### src/rtl/serial_word_loader.sv
// rtl/serial_word_loader.sv - framed 5-bit serial receiver that loads a downstream register
module serial_word_loader #(
    parameter int CLKS_PER_BIT = 4
) (
    input  logic       clock,
    input  logic       clear_n,
    input  logic       serial_in,
    output logic [4:0] word_out,
    output logic       load,
    output logic       frame_error,
    output logic       busy
);

    localparam int CNT_W = (CLKS_PER_BIT > 2) ? $clog2(CLKS_PER_BIT) : 1;
    localparam logic [CNT_W-1:0] HALF_LAST = CNT_W'(CLKS_PER_BIT / 2 - 1);
    localparam logic [CNT_W-1:0] BIT_LAST  = CNT_W'(CLKS_PER_BIT - 1);

    typedef enum logic [2:0] {
        S_IDLE,
        S_START,
        S_DATA,
        S_STOP,
        S_WAIT_HIGH
    } state_t;

    state_t           state_q, state_d;
    logic [CNT_W-1:0] cnt_q, cnt_d;
    logic [2:0]       bit_idx_q, bit_idx_d;
    logic [4:0]       shift_q, shift_d;
    logic [4:0]       word_q, word_d;
    logic             load_q, load_d;
    logic             ferr_q, ferr_d;
    logic             busy_q, busy_d;

    always_ff @(posedge clock or negedge clear_n) begin
        if (!clear_n) begin
            state_q   <= S_IDLE;
            cnt_q     <= '0;
            bit_idx_q <= '0;
            shift_q   <= '0;
            word_q    <= '0;
            load_q    <= 1'b0;
            ferr_q    <= 1'b0;
            busy_q    <= 1'b0;
        end else begin
            state_q   <= state_d;
            cnt_q     <= cnt_d;
            bit_idx_q <= bit_idx_d;
            shift_q   <= shift_d;
            word_q    <= word_d;
            load_q    <= load_d;
            ferr_q    <= ferr_d;
            busy_q    <= busy_d;
        end
    end

    // The counter restarts at every sample point, so each sample lands one
    // full bit period after the previous one, starting from mid start bit.
    always_comb begin
        state_d   = state_q;
        cnt_d     = cnt_q + CNT_W'(1);
        bit_idx_d = bit_idx_q;
        shift_d   = shift_q;
        word_d    = word_q;
        load_d    = 1'b0;
        ferr_d    = ferr_q;

        case (state_q)
            S_IDLE: begin
                cnt_d = '0;
                if (!serial_in) begin
                    state_d = S_START;
                end
            end
            S_START: begin
                if (cnt_q == HALF_LAST) begin
                    cnt_d = '0;
                    if (!serial_in) begin
                        state_d   = S_DATA;
                        bit_idx_d = 3'd0;
                    end else begin
                        state_d = S_IDLE;
                    end
                end
            end
            S_DATA: begin
                if (cnt_q == BIT_LAST) begin
                    cnt_d = '0;
                    for (int i = 0; i < 5; i++) begin
                        if (bit_idx_q == 3'(i)) begin
                            shift_d[i] = serial_in;
                        end
                    end
                    if (bit_idx_q == 3'd4) begin
                        state_d = S_STOP;
                    end else begin
                        bit_idx_d = bit_idx_q + 3'd1;
                    end
                end
            end
            S_STOP: begin
                if (cnt_q == BIT_LAST) begin
                    cnt_d = '0;
                    if (serial_in) begin
                        word_d  = shift_q;
                        load_d  = 1'b1;
                        ferr_d  = 1'b0;
                        state_d = S_IDLE;
                    end else begin
                        ferr_d  = 1'b1;
                        state_d = S_WAIT_HIGH;
                    end
                end
            end
            S_WAIT_HIGH: begin
                cnt_d = '0;
                if (serial_in) begin
                    state_d = S_IDLE;
                end
            end
            default: begin
                cnt_d   = '0;
                state_d = S_IDLE;
            end
        endcase

        busy_d = (state_d != S_IDLE);
    end

    assign word_out    = word_q;
    assign load        = load_q;
    assign frame_error = ferr_q;
    assign busy        = busy_q;

endmodule

### config.mk
export PLATFORM = sky130hd
export DESIGN_NAME = serial_word_loader
export DESIGN_NICKNAME = d
export VERILOG_FILES = /design/src/rtl/serial_word_loader.sv
export SDC_FILE = /design/constraint.sdc
export NUM_CORES = 1
export LEC_CHECK = 0
export BUFFER_PORTS_ARGS = -buffer_cell sky130_fd_sc_hd__buf_4
export CORE_MARGIN = 10
export CORE_UTILIZATION = 60
export CTS_CLUSTER_SIZE = 24
export DETAILED_ROUTE_END_ITERATION = 10
export PLACE_DENSITY = 0.81
export SKIP_CTS_REPAIR_TIMING = 1
export SYNTH_ARGS = -nofsm -noshare
export SYNTH_HDL_FRONTEND = slang
export SYNTH_SLANG_ARGS = --single-unit
### constraint.sdc
create_clock -name clock -period 4.3 [get_ports clock]
set_clock_uncertainty 0.2 [all_clocks]
set_input_delay 0.43 -clock clock [delete_from_list [all_inputs] [get_ports clock]]
set_output_delay 0.43 -clock clock [all_outputs]
set_load 0.005 [all_outputs]
==> run summary <==
The tools report the total global routing overflow as 0. In the routed layout, each cell is associated on average with a via count of 5.831. For the pin with the worst max-slew slack, the measured transition is 0.3146 ns. In this run the power density over the cells is 568.8 nW/um^2. The TritonCTS sink count was 21; the time the worst path needs with I/O delays and setup was 1.862 ns. For the H-tree depth reported by CTS, the log shows 1. The count of buffer and inverter cells on the critical path was 0. At the worst endpoint, the arrival time is 1.86 ns.

Timing would allow up to 536.9 MHz. The maximum VDD drop is 422.0 uV, and the antenna violation net count after detailed routing is 0. On the critical path, the stage with the largest delay is an instance of sky130_fd_sc_hd__dfrtp_1. Once placement finished, the instance area stood at 1121 um^2. The kind of start point of the critical path is a flip-flop. The die covers 3820 um^2. The met2 usage in global routing is 0.1903. The effective utilization at floorplan came out at 0.6207.

Family with the most delay on the worst path: simple AND/OR/NAND/NOR gates. The library cell used most frequently in the layout, excluding fill and tap cells, is sky130_fd_sc_hd__dfrtp_1. The synthesized netlist contains 28 unique library cells.

The multi-input combinational cells in the finished layout cover a total of 461.7 um^2. The net count of the finished layout is 113. The register area share after synthesis is 0.5012, and the final instance area is 1157 um^2. The tools report the first-pass iteration count of the detailed router as 4.

The run finished with clean final reports. The final clock period utilization by the worst path is 0.4331. By startpoint and endpoint, the worst setup path is classified as flip-flop to flip-flop. The signal on the critical path passes through ha_1, nand4b_1, or2_1, mux2_1. In this run the standard cell core region covers 1689 um^2. Detailed placement finished with a half-perimeter wire length of 1343 um. Final worst hold slack: 0.1948 ns.

For this block, the initial DRC count from the detailed router was 5. Measured along the y axis, the die boundary spans 61.81 um. The remaining design rule violation count was 0; the count of input and output buffers was 10. Total count of hold-check failures in the final report: 0.

The largest fanout on the critical path works out to 6. The run gives 0 ns as the final setup TNS. The run gives 4.30 ns as the required time of the critical path. STA classifies the critical path endpoint as a flip-flop.

The wire length of the first global-routing pass is 3167 um. In this run the static leakage power is 0.5556 nW. For the number of buffers added by the clock tree synthesis step, the log shows 3. After clock tree synthesis, the clock-pin slew on the worst setup and hold paths is 0.11 ns. Number of maximum-capacitance violations: 0.

Synthesis inferred 21 register bits. The yosys synthesis warning count is 0. Compared with the post-synthesis result, the final layout area differs by 10.38%. For this run, the slowest stage of the critical path takes 0.41 ns. The run gives 0 as the number of antenna violations at the first check in global routing. Setup violations remaining at the end of the flow were counted as 0. After global routing, the most crowded layer is met2. The number of pins with negative max-slew slack in the final report is 0.

The floorplan step set the die width to 61.81 um. Entering global routing, the biggest net connects 22 pins. The tools report the CTS root buffer as sky130_fd_sc_hd__clkbuf_4.

The number of nets in the synthesized netlist is 102. 11 I/O pins were placed. The total number of vias is 688, and the share of final-layout standard cells stronger than drive strength 1 is 0.1683.

The tools report the total detailed-routing wirelength as 1794 um. The synthesized area divided by synthesized cell count is 11.52 um^2. The number of antenna diodes in the final layout is 0.

After detailed routing, the average wire length per cell comes to 15.20 um. The congestion estimate from routability-driven global placement came to 0.7020. The run gives 0.03659 as the met3 usage in global routing. TritonCTS built the clock tree. The filler cells instantiated in the layout total 141. After technology mapping, the gate count stands at 91.

Setup repair after global routing left no endpoint under its margin. The tools report the insertion delay to the later sink of the worst-skew pair as 0.31 ns. Post-synthesis cell area: 1049 um^2.

The run gives 525.5 um^2 as the total area of sequential cells. The floorplan has 15 rows. Via count of the first global-routing pass: 730.

The top cell types in the final layout, fill and taps aside, are 21 x sky130_fd_sc_hd__dfrtp_1, 10 x sky130_fd_sc_hd__inv_1, 10 x sky130_fd_sc_hd__buf_4. Path category of the worst min-delay check: input pin to flip-flop. The global routing met1 resource utilization came out at 0.1188. The worst-case headroom to the max-slew limit was 0.7874; the total track usage was 0.1098.

The longest clock path from root to sink contains 2 buffers.
[through the flow]
step           setup WS (ns)  power (mW)  std cells    util
2_1_floorplan          2.563      0.4829         91       -
6_report               2.438      0.6583        118  0.6852
4_1_cts                2.429      0.6688        117  0.6793
3_3_place_gp           2.516      0.5543        113  0.6637
3_5_place_dp           2.448      0.5733        113  0.6637
5_1_grt                2.287      0.7257        118  0.6852
[metal layers]
metal | wire length, um | part of all wire
met1 | 758 | 0.42
met2 | 888 | 0.49
met3 | 117 | 0.065
met4 | 31 | 0.017
met5 | 0 | 0
[worst paths after layout]
check / from / end / slack (ns) / cells past startpoint
setup / recovery: cnt_q[0]$_DFF_PN0_ / word_out[2]$_DFFE_PN0P_ / 2.44 / 4
hold / removal: serial_in / frame_error$_DFFE_PN0P_ / 0.19 / 2
setup reg to reg: cnt_q[0]$_DFF_PN0_ / word_out[2]$_DFFE_PN0P_ / 2.44 / 4
hold reg to reg: shift_q[1]$_DFFE_PN0P_ / word_out[1]$_DFFE_PN0P_ / 0.30 / 1
max in group asynchronous: clear_n / word_out[0]$_DFFE_PN0P_ / 3.35 / 2
min in group asynchronous: clear_n / word_out[4]$_DFFE_PN0P_ / 0.33 / 2
[flip-flops by register name (all words and copies together) (netlist names)]
name	cells
bit_idx_q	3
word_out	5
load	1
busy	1
shift_q	5
frame_error	1
cnt_q	2
state_q	3
[area by class of cell]
type | count | area share
clock buffer | 4 | 0.02270
inverter | 10 | 0.03243
multi-input combinational | 55 | 0.3989
sequential | 21 | 0.4541
tap | 17 | 0.01838
timing repair buffer | 11 | 0.07351
[kinds of logic (layout without fill, tap and decap cells)]
family / count (synthesis) / after routing / synth area share
AOI/OAI and AO/OA: 14 / 14 / 0.08354
adders and majority gates: 8 / 8 / 0.09547
buffers and inverters: 15 / 25 / 0.05847
DFF: 21 / 21 / 0.5012
muxes: 13 / 13 / 0.1384
and+or+nand+nor: 20 / 20 / 0.1229
[cells in the mapped netlist]
master	number	area, um^2
sky130_fd_sc_hd__a21boi_0	1	7.510
sky130_fd_sc_hd__a21o_1	1	7.510
sky130_fd_sc_hd__a21oi_1	2	10.01
sky130_fd_sc_hd__and4bb_2	1	12.51
sky130_fd_sc_hd__buf_2	4	20.02
sky130_fd_sc_hd__clkbuf_1	1	3.750
sky130_fd_sc_hd__dfrtp_1	21	525.5
sky130_fd_sc_hd__ha_1	8	100.1
sky130_fd_sc_hd__inv_1	10	37.54
sky130_fd_sc_hd__mux2_1	9	101.4
sky130_fd_sc_hd__mux2_2	3	33.78
sky130_fd_sc_hd__mux2i_1	1	10.01
sky130_fd_sc_hd__nand2_1	5	18.77
sky130_fd_sc_hd__nand3_1	5	25.02
sky130_fd_sc_hd__nand4b_1	1	8.760
sky130_fd_sc_hd__nand4bb_1	1	11.26
sky130_fd_sc_hd__nor2_1	1	3.750
sky130_fd_sc_hd__nor3_1	1	5.000
sky130_fd_sc_hd__nor3b_1	1	7.510
sky130_fd_sc_hd__nor4bb_1	1	10.01
sky130_fd_sc_hd__o2111ai_1	1	8.760
sky130_fd_sc_hd__o21ai_0	5	25.02
sky130_fd_sc_hd__o21bai_1	1	7.510
sky130_fd_sc_hd__o22a_1	1	8.760
sky130_fd_sc_hd__o22ai_1	2	12.51
sky130_fd_sc_hd__or2_1	1	6.260
sky130_fd_sc_hd__or3b_1	1	8.760
sky130_fd_sc_hd__or4bb_1	1	11.26
[report_power, final]
part / total [mW] / internal [mW] / switching [mW] / leakage (nW)
Clock: 0.0949 / 0.0362 / 0.0587 / 0.0150
Sequential: 0.338 / 0.270 / 0.0675 / 0.264
Combinational: 0.226 / 0.126 / 0.0997 / 0.276
Total: 0.658 / 0.432 / 0.226 / 0.556
(Power assumes the default switching activity.)
